`config.mk`:
```
export PLATFORM = sky130hd
export DESIGN_NAME = ps2_key_ctrl_flat
export DESIGN_NICKNAME = d
export VERILOG_FILES = /design/src/rtl/ps2_pkg.sv /design/src/rtl/ps2_key_ctrl_if.sv /design/src/rtl/ps2_key_ctrl_scan_ascii.sv /design/src/rtl/ps2_key_ctrl.sv /design/src/flat_wrapper.sv
export SDC_FILE = /design/constraint.sdc
export NUM_CORES = 1
export LEC_CHECK = 0
export CELL_PAD_IN_SITES_DETAIL_PLACEMENT = 0
export CELL_PAD_IN_SITES_GLOBAL_PLACEMENT = 2
export CORE_MARGIN = 4
export CORE_UTILIZATION = 36
export CTS_CLUSTER_DIAMETER = 50
export DETAILED_ROUTE_END_ITERATION = 6
export PLACE_DENSITY = 0.89
export SYNTH_ARGS = -nofsm -noshare
export SYNTH_HDL_FRONTEND = slang
export SYNTH_SLANG_ARGS = --single-unit
```
`constraint.sdc`:
```
create_clock -name clk -period 7.59 [get_ports clk]
set_clock_uncertainty 0.15 [all_clocks]
set_input_delay 2.277 -clock clk [delete_from_list [all_inputs] [get_ports clk]]
set_output_delay 2.277 -clock clk [all_outputs]
set_load 0.005 [all_outputs]
```
`src/rtl/ps2_pkg.sv`:
```
// Shared types and constants for the PS/2 key sequencer: FSM states, prefix codes and the
// list of protocol bytes that carry no key information.
package ps2_pkg;

    typedef enum logic [1:0] {
        S_IDLE,
        S_EXT,
        S_BRK,
        S_EXT_BRK
    } state_e;

    localparam logic [7:0] SC_EXT = 8'hE0;
    localparam logic [7:0] SC_BRK = 8'hF0;

    localparam int unsigned NUM_IGN = 7;
    localparam logic [NUM_IGN-1:0][7:0] IGN_CODES = {
        8'h00, 8'hAA, 8'hFA, 8'hFE, 8'hEE, 8'hFF, 8'hE1
    };

    function automatic logic is_ignored(input logic [7:0] b);
        logic hit;
        hit = 1'b0;
        for (int i = 0; i < int'(NUM_IGN); i++) begin
            if (b == IGN_CODES[i]) hit = 1'b1;
        end
        return hit;
    endfunction

endpackage

```
`src/rtl/ps2_key_ctrl_if.sv`:
```
// Byte-in / event-out bundle of the PS/2 key sequencer. The master modport is the sequencer,
// the slave modport is the FIFO/consumer side.
interface ps2_key_ctrl_if;
    logic       in_valid;
    logic [7:0] in_data;
    logic       in_pop;
    logic       evt_valid;
    logic       evt_ready;
    logic [7:0] evt_scan;
    logic [7:0] evt_ascii;
    logic       evt_release;
    logic       evt_ext;

    modport master (
        input  in_valid, in_data, evt_ready,
        output in_pop, evt_valid, evt_scan, evt_ascii, evt_release, evt_ext
    );

    modport slave (
        output in_valid, in_data, evt_ready,
        input  in_pop, evt_valid, evt_scan, evt_ascii, evt_release, evt_ext
    );
endinterface

```
`src/rtl/ps2_key_ctrl_scan_ascii.sv`:
```
// Scan code set 2 to uppercase ASCII for letters and digits; everything else maps to 0x00.
module scan_ascii (
    input  logic [7:0] scan,
    output logic [7:0] ascii
);
    always_comb begin
        ascii = 8'h00;
        case (scan)
            8'h1C: ascii = 8'h41;  8'h32: ascii = 8'h42;  8'h21: ascii = 8'h43;
            8'h23: ascii = 8'h44;  8'h24: ascii = 8'h45;  8'h2B: ascii = 8'h46;
            8'h34: ascii = 8'h47;  8'h33: ascii = 8'h48;  8'h43: ascii = 8'h49;
            8'h3B: ascii = 8'h4A;  8'h42: ascii = 8'h4B;  8'h4B: ascii = 8'h4C;
            8'h3A: ascii = 8'h4D;  8'h31: ascii = 8'h4E;  8'h44: ascii = 8'h4F;
            8'h4D: ascii = 8'h50;  8'h15: ascii = 8'h51;  8'h2D: ascii = 8'h52;
            8'h1B: ascii = 8'h53;  8'h2C: ascii = 8'h54;  8'h3C: ascii = 8'h55;
            8'h2A: ascii = 8'h56;  8'h1D: ascii = 8'h57;  8'h22: ascii = 8'h58;
            8'h35: ascii = 8'h59;  8'h1A: ascii = 8'h5A;
            8'h45: ascii = 8'h30;  8'h16: ascii = 8'h31;  8'h1E: ascii = 8'h32;
            8'h26: ascii = 8'h33;  8'h25: ascii = 8'h34;  8'h2E: ascii = 8'h35;
            8'h36: ascii = 8'h36;  8'h3D: ascii = 8'h37;  8'h3E: ascii = 8'h38;
            8'h46: ascii = 8'h39;
            default: ascii = 8'h00;
        endcase
    end
endmodule

```
`src/rtl/ps2_key_ctrl.sv`:
```
// PS/2 key sequencer: pops receiver bytes, tracks E0/F0 prefixes and held-key state, and emits
// one key event per complete code. Define PS2_KEY_CTRL_REPEAT_EVT_EN to emit typematic repeats.
module ps2_key_ctrl
    import ps2_pkg::*;
#(
    parameter int unsigned COUNT_W     = 8,
    parameter int unsigned TIMEOUT_CYC = 1000000
) (
    input  logic               clk,
    input  logic               clr,
    ps2_key_ctrl_if.master     bus,
    output logic               key_down,
    output logic [7:0]         cur_scan,
    output logic [COUNT_W-1:0] press_count,
    output logic               prefix_err
);

`ifdef PS2_KEY_CTRL_REPEAT_EVT_EN
    localparam bit REPEAT_EVT = 1'b1;
`else
    localparam bit REPEAT_EVT = 1'b0;
`endif

    localparam int unsigned TMO_W = (TIMEOUT_CYC > 1) ? $clog2(TIMEOUT_CYC) : 1;

    state_e         state_q;
    logic [TMO_W-1:0] tmo_q;
    logic           evt_valid_q;
    logic [7:0]     evt_scan_q;
    logic [7:0]     evt_ascii_q;
    logic           evt_release_q;
    logic           evt_ext_q;

    logic [7:0] byte_in;
    logic [7:0] lut_ascii;
    logic       is_prefix, is_ign, is_term;
    logic       st_ext, st_brk;
    logic       is_repeat, silent_drop, slot_free;
    logic       pop, load;

    scan_ascii u_scan_ascii (
        .scan  (byte_in),
        .ascii (lut_ascii)
    );

    always_comb begin
        byte_in     = bus.in_data;
        is_prefix   = (byte_in == SC_EXT) || (byte_in == SC_BRK);
        is_ign      = is_ignored(byte_in);
        is_term     = !is_prefix && !is_ign;
        st_ext      = (state_q == S_EXT) || (state_q == S_EXT_BRK);
        st_brk      = (state_q == S_BRK) || (state_q == S_EXT_BRK);
        is_repeat   = !st_brk && key_down && (byte_in == cur_scan);
        // Silent repeats need no slot, so they never stall the FIFO.
        silent_drop = is_repeat && !REPEAT_EVT;
        slot_free   = !evt_valid_q || bus.evt_ready;
        pop         = bus.in_valid && (!is_term || slot_free || silent_drop);
        load        = pop && is_term && !silent_drop;
    end

    assign bus.in_pop      = pop;
    assign bus.evt_valid   = evt_valid_q;
    assign bus.evt_scan    = evt_scan_q;
    assign bus.evt_ascii   = evt_ascii_q;
    assign bus.evt_release = evt_release_q;
    assign bus.evt_ext     = evt_ext_q;

    always_ff @(posedge clk or posedge clr) begin
        if (clr) begin
            state_q       <= S_IDLE;
            tmo_q         <= '0;
            evt_valid_q   <= 1'b0;
            evt_scan_q    <= 8'h00;
            evt_ascii_q   <= 8'h00;
            evt_release_q <= 1'b0;
            evt_ext_q     <= 1'b0;
            key_down      <= 1'b0;
            cur_scan      <= 8'h00;
            press_count   <= '0;
            prefix_err    <= 1'b0;
        end else begin
            if (pop || state_q == S_IDLE) begin
                tmo_q <= '0;
            end else if (tmo_q == TMO_W'(TIMEOUT_CYC - 1)) begin
                tmo_q      <= '0;
                state_q    <= S_IDLE;
                prefix_err <= 1'b1;
            end else begin
                tmo_q <= tmo_q + 1'b1;
            end

            if (pop) begin
                if (byte_in == SC_EXT) begin
                    state_q <= st_brk ? S_EXT_BRK : S_EXT;
                end else if (byte_in == SC_BRK) begin
                    state_q <= st_ext ? S_EXT_BRK : S_BRK;
                end else if (is_term) begin
                    state_q <= S_IDLE;
                    if (st_brk) begin
                        // Releasing a rolled-over key leaves the held key untouched.
                        if (byte_in == cur_scan) key_down <= 1'b0;
                    end else if (!is_repeat) begin
                        key_down    <= 1'b1;
                        cur_scan    <= byte_in;
                        press_count <= press_count + 1'b1;
                    end
                end
            end

            if (load) begin
                evt_valid_q   <= 1'b1;
                evt_scan_q    <= byte_in;
                evt_ascii_q   <= st_ext ? 8'h00 : lut_ascii;
                evt_release_q <= st_brk;
                evt_ext_q     <= st_ext;
            end else if (bus.evt_ready) begin
                evt_valid_q <= 1'b0;
            end
        end
    end

endmodule

```
`src/flat_wrapper.sv`:
```
// flat-port wrapper written by rule: the top's interface ports become plain ports
module ps2_key_ctrl_flat import ps2_pkg::*;
#(
    parameter int unsigned COUNT_W     = 8,
    parameter int unsigned TIMEOUT_CYC = 1000000
)
  (clk, clr, key_down, cur_scan, press_count, prefix_err, bus_in_valid, bus_in_data, bus_evt_ready, bus_in_pop, bus_evt_valid, bus_evt_scan, bus_evt_ascii, bus_evt_release, bus_evt_ext);
  ps2_key_ctrl_if bus_i ();
  input  logic clk;
  input  logic clr;
  output logic key_down;
  output logic [7:0] cur_scan;
  output logic [COUNT_W-1:0] press_count;
  output logic prefix_err;
  input wire logic [$bits(bus_i.in_valid)-1:0] bus_in_valid;
  input wire logic [$bits(bus_i.in_data)-1:0] bus_in_data;
  input wire logic [$bits(bus_i.evt_ready)-1:0] bus_evt_ready;
  output wire logic [$bits(bus_i.in_pop)-1:0] bus_in_pop;
  output wire logic [$bits(bus_i.evt_valid)-1:0] bus_evt_valid;
  output wire logic [$bits(bus_i.evt_scan)-1:0] bus_evt_scan;
  output wire logic [$bits(bus_i.evt_ascii)-1:0] bus_evt_ascii;
  output wire logic [$bits(bus_i.evt_release)-1:0] bus_evt_release;
  output wire logic [$bits(bus_i.evt_ext)-1:0] bus_evt_ext;
  assign bus_i.in_valid = bus_in_valid;
  assign bus_i.in_data = bus_in_data;
  assign bus_i.evt_ready = bus_evt_ready;
  assign bus_in_pop = bus_i.in_pop;
  assign bus_evt_valid = bus_i.evt_valid;
  assign bus_evt_scan = bus_i.evt_scan;
  assign bus_evt_ascii = bus_i.evt_ascii;
  assign bus_evt_release = bus_i.evt_release;
  assign bus_evt_ext = bus_i.evt_ext;
  ps2_key_ctrl #(.COUNT_W(COUNT_W), .TIMEOUT_CYC(TIMEOUT_CYC)) u_core (.clk(clk), .clr(clr), .bus(bus_i), .key_down(key_down), .cur_scan(cur_scan), .press_count(press_count), .prefix_err(prefix_err));
endmodule
```
### After elaboration in Yosys (flattened, before gate mapping)

Memories as Yosys holds them, arrays and structs flattened.
Cells that the tools add are included.

| storage, ports and cells | value |
|---|---|
| word-level logic and storage cells | 83 |
| output and inout port bits | 38 |
| ROM bits | 896 |
| bits of input ports | 12 |
| memories kept | 1 |
| register bits | 59 |

Memories:

| memory | words | width | rd ports | clocked after Yosys merged registers in | wr ports | line | RTL |
|---|---|---|---|---|---|---|---|
| (name not given) | 128 | 7 | 1 | 0 | 0 | ps2_key_ctrl_scan_ascii.sv:8 | `case (scan)` |

| operators by class | value |
|---|---|
| eq/ne operators | 15 |
| reductions and logical operators | 25 |
| muxes and demuxes | 24 |
| add/sub/neg operators | 2 |
| bitwise operators | 5 |

Operators with widths:

| kind | count |
|---|---|
| equality test 8 bit (second input constant) | 8 |
| two-way mux 20 bit | 2 |
| adder 20 x 1 -> 20 bit (second input constant) | 1 |
| equality test 20 bit (second input constant) | 1 |
| two-way mux 8 bit | 2 |
| two-way mux 2 bit | 7 |
| two-way mux 1 bit | 13 |
| AND reduction 6 bit | 2 |
| adder 8 x 1 -> 8 bit (second input constant) | 1 |
| equality test 8 bit | 1 |
| logical NOT 8 bit | 1 |
| logical OR 1 bit | 7 |
| logical AND 1 bit | 6 |
| logical NOT 1 bit | 6 |
| NOT 1 bit | 5 |
| equality test 2 bit (second input constant) | 2 |
| equality test 2 x 1 -> 1 bit (second input constant) | 1 |
| logical NOT 2 bit | 1 |
| inequality test 2 x 1 -> 1 bit (second input constant) | 1 |
| inequality test 2 bit (second input constant) | 1 |
| AND reduction 2 bit | 1 |
| nonzero test 2 bit | 1 |

### Logic depth before layout (Yosys ltp)

| logic depth | value |
|---|---|
| depth in word-level cells | 20 |
| gate-level depth with buffers | 11 |
| mapped depth without buffers | 8 |

### Cells and area by module

A second synthesis with hierarchy kept.

| unflattened totals | value |
|---|---|
| cells, all modules | 374 |
| area, all modules | 3,854.9 um^2 |

Modules (own cells, without submodules):

| module | seq. area each (um^2) | area an instance (um^2) | cells each | instances |
|---|---|---|---|---|
| ps2_key_ctrl | 1,476.4 | 3,099.2 | 261 | 1 |
| scan_ascii | 0.0 | 755.7 | 113 | 1 |

### Least setup slack after synthesis

OpenSTA, ideal clock, no wires.

| path | value |
|---|---|
| path type | input port to output port |
| start | in bus_in_data[3] |
| end | out bus_in_pop |
| required time | 5.163 ns |
| stages | 6 |
| arrival time | 3.612 ns |
| slack | 1.551 ns |
| buffers on the path | 1 |
| path through | buf_2 or4_4 o31ai_4 o2bb2ai_1 o21ai_1 inv_1 |

| on the way | value |
|---|---|
| word-level cells in the longest chain between the ends | 14 |
| elaborated cells between the ends (all ways) | 26 |
| those cells by class | eq/ne (9); mux (7); reduce/logical (10) |

RTL lines:

| element | line | RTL |
|---|---|---|
| start, declared | flat_wrapper.sv:16 | `input wire logic [$bits(bus_i.in_data)-1:0] bus_in_data;` |
| equality test 8 bit | ps2_pkg.sv:24 | `if (b == IGN_CODES[i]) hit = 1'b1;` |
| two-way mux 1 bit (7 in a row) | ps2_pkg.sv:24 |  |
| logical NOT 1 bit | ps2_key_ctrl.sv:50 | `is_term = !is_prefix && !is_ign;` |
| logical AND 1 bit | ps2_key_ctrl.sv:50 |  |
| logical NOT 1 bit | ps2_key_ctrl.sv:57 | `pop = bus.in_valid && (!is_term \|\| slot_free \|\| silent_drop);` |
| logical OR 1 bit | ps2_key_ctrl.sv:57 |  |
| logical OR 1 bit (*) | ps2_key_ctrl.sv:57 |  |
| logical AND 1 bit (*) | ps2_key_ctrl.sv:57 |  |
| end, declared | flat_wrapper.sv:18 | `output wire logic [$bits(bus_i.in_pop)-1:0] bus_in_pop;` |

Mark *: on every way between the ends. The rest lies on a longest branch, timed or not.

### Final worst setup path

| path | value |
|---|---|
| start | in bus_in_data[4] |
| end | out bus_in_pop |

Same word-level chain as after synthesis.

==> results.md <==
- Outcome: finished, final reports clean
- Flop2flop setup slack: 4.51 ns
- Vias in the first global route: 2,931
- Clock root cell: clkbuf_8
- Gr usage total: 16.6%
- Buf/Inv on CP: 3
- Register area: 1450 sq um
- CTS Sinks: 58
- Final Critical Period: 7.01 ns
- Final non-filler cell area: 4340 sq um
- Multi-input logic area: 1890 sq um
- Peak supply drop: 0.0802 mV
- Pint: 682 uW
- Pre-antenna DRT Iters: 4
- Crit. End Element: output port
- Cells along the critical path: clkdlybuf4s50_1 > or4_4 > o31ai_4 > o2bb2ai_1 > o21ai_1 > inv_1 > clkdlybuf4s50_1
- Cells after Synth: 386
- Switch Pwr: 271 uW
- Comb power frac: 24.9%
- Total number of vias: 2,968
- Worst-skew pair later-pin latency: 0.35 ns
- Least-Margin Pin Slew: 0.934 ns
- Number of remaining DRC errors: 0
- Worst Hold Class: reg -> reg
- # diodes: 0
- WHS Endpoint: u_core.press_count[7]$_DFFE_PP0P_
- Post-CTS Resized: 0
- Area Overhead vs Synth: 23.1%
- Clk pin slew, worst setup/hold paths: 0.06 ns
- Ys async rst share: 100%
- Hold_buf cts: 0
- Count of unique library cells instantiated by Yosys: 59
- Worst rel slew slack: 37.7%
- Crit Reg-Reg Startpoint: u_core.cur_scan[4]$_DFFE_PP0P_
- Post-CTS Setup Bufs: 0
- Routability congestion estimate: 0.909
- Avg Inst Size Synth: 9.13 sq um
- Clk buf depth: 2
- Initial drt markers: 254
- Inserted Clock Buffers: 9
- Initial antenna violation count: 0
- Fin. Hold Viols: 0
- Num rows: 35
- Clock power share: 34.4%
- Max Clock Freq: 143 MHz
- Layout cells sized above 1: 11.5%
- CP most frequent cell: clkdlybuf4s50_1
- Full die area: 11,400 sq um
- PortBufs: 48
- Core Region: 9370 sq um
- Critical-path maximum fanout: 4
- Slowest Stage Delay on Critical Path: 0.57 ns
- Setup ws final: 0.577 ns
- Worst Setup Start Kind: primary input
- Stages on the worst setup path: 7
- Slowest CP cell: or4_4
- Part of the cycle the worst path needs: 92.4%
- Post-layout nets: 451
- Via density: 5.26
- Fill count: 934
- HPWL Detailed: 6310 microns
- H-tree levels: 3
- Cell family with most CP delay: buffers and inverters
- Hold_sp: u_core.press_count[7]$_DFFE_PP0P_
- Worst r2r dst: u_core.cur_scan[0]$_DFFE_PP0P_
- Final total power: 953 uW
- Synth Flop Type: dfrtp_1
- RSZ-0062 raised after global routing: no
- I/O pin count: 50
- DRT antenna net count: 0
- GR Overflow Total: 0
- Post-synthesis sequential area ratio: 41.2%
- Cells on worst reg2reg path: 6
- Critical path required time: 5.16 ns
- Largest net degree at the start of global routing: 59
- Synthesized area: 3520 sq um
- Yosys warns: 0
- Die Span Y: 107 microns
- Dpl cell area: 4110 sq um
- First-pass GRT wire length: 15,100 microns
- #FFs+latches synth: 58
- Max-cap viol count: 0
- Setup slack after placement: 0.560 ns
- Critical path arrival: 4.59 ns
- Syn Nets: 407
- Sequential share of power: 40.6%
- Die width: 107 microns
- TritonCTS clock tree: yes
- Final wirelength: 8830 microns
- Final Setup Violations: 0
- Post-synth EDFFs: 0
- Total leakage power: 1.82 nW
- Hold Worst Slack: 0.319 ns
- Initial Utilization: 37.6%
- Sw Ratio: 28.4%
- Fin Setup TNS: 0 ns
- Max Slew Vio Count: 0
- WS Path Type: in -> out
- Hold path cells: 1
- Routed len/inst: 15.7 microns
- PwrDens: 220 nW/um^2
cell type report:
type                            count  share of cell area, %
Clock buffer                       10                   3.17
Inverter                           14                   1.21
Clock inverter                      6                   2.05
Multi-Input combinational cell    288                   43.4
Sequential cell                    58                   33.4
Tap cell                          129                   3.72
Timing Repair Buffer               59                   13.0
cell usage in the layout (no fill, tap or decap), drive strengths merged, types with 2 or more instances in the layout:
cell type,n
inv,15
mux2,14
o211ai,4
ha,9
xor2,15
a211oi,2
nand2b,9
and3,8
a21o,3
and2,3
clkbuf,10
nand4,5
o221ai,2
o21ai,26
nand2,42
a32oi,2
nor3,8
a31oi,3
a21oi,18
o22ai,2
o211a,2
nor2,37
dfrtp,58
nand3,17
clkdlybuf4s50,48
nand4b,3
xnor2,19
bufinv,2
o2111ai,2
o41ai,2
buf,11
clkinvlp,2
nor2b,7
nor4,5
metal layers:
layer  GRT usage [%]  part of all wire (%)
met5               0                     0
met4            5.66                   1.8
met3            4.27                   5.9
met2            24.3                    42
met1            23.9                    50
cells in the mapped netlist (all sizes together) (3+ instances only):
cell | count | area [sq um]
dfrtp | 58 | 1450
nand2 | 42 | 160
nor2 | 37 | 139
o21ai | 26 | 134
xnor2 | 19 | 166
a21oi | 18 | 90.1
nand3 | 17 | 85.1
buf | 15 | 93.8
xor2 | 15 | 131
inv | 14 | 52.6
mux2 | 14 | 191
clkbuf | 11 | 41.3
ha | 9 | 113
nand2b | 9 | 56.3
and3 | 8 | 50.1
nor3 | 8 | 40.0
nor2b | 7 | 43.8
nand4 | 5 | 31.3
nor4 | 5 | 31.3
o211ai | 4 | 30.0
a21o | 3 | 22.5
a31oi | 3 | 18.8
and2 | 3 | 18.8
nand4b | 3 | 26.3
cells by family (layout without fill, tap and decap cells):
kind of cell	count (synthesis)	count (layout)	share of synthesized area, %
other	1	1	0.106
DFF	58	58	41.2
adders and majority gates	9	9	3.19
and+or+nand+nor	152	152	21.3
AOI/OAI and AO/OA	77	77	14.8
xor gates and xnor gates	34	34	8.45
muxes	15	15	5.72
buffers and inverters	40	89	5.32
worst max path at each step:
stage	startpoint	slack, ns	endpoint
2_1_floorplan	bus_in_data[3]	1.55	bus_in_pop
3_3_place_gp	bus_in_data[3]	0.59	bus_in_pop
3_5_place_dp	bus_in_data[4]	0.56	bus_in_pop
5_1_grt	bus_in_data[1]	0.39	bus_in_pop
4_1_cts	bus_in_data[4]	0.55	bus_in_pop
6_report	bus_in_data[4]	0.58	bus_in_pop
per-stage QoR:
stage,std cells,utilization [%]
global route,564,46.3
floorplan,386,-
global placement,548,43.9
detailed placement,548,43.9
finish,564,46.3
CTS,564,46.3
power groups by stage:
stage | Clock (mW) | Combinational, mW | Sequential (mW)
5_1_grt | 0.350 | 0.262 | 0.396
3_3_place_gp | 0 | 0.236 | 0.393
2_1_floorplan | 0 | 0.121 | 0.391
6_report | 0.328 | 0.238 | 0.387
4_1_cts | 0.336 | 0.240 | 0.388
3_5_place_dp | 0 | 0.239 | 0.394
state kept, by name, indices dropped and copies added, names as in the netlist:
register / cells
u_core.tmo_q: 20
u_core.bus.evt_scan: 8
u_core.cur_scan: 8
u_core.press_count: 8
u_core.bus.evt_ascii: 7
u_core.state_q: 2
u_core.bus.evt_ext: 1
u_core.bus.evt_release: 1
u_core.bus.evt_valid: 1
u_core.key_down: 1
u_core.prefix_err: 1
Power figures use the tool's default switching activity.
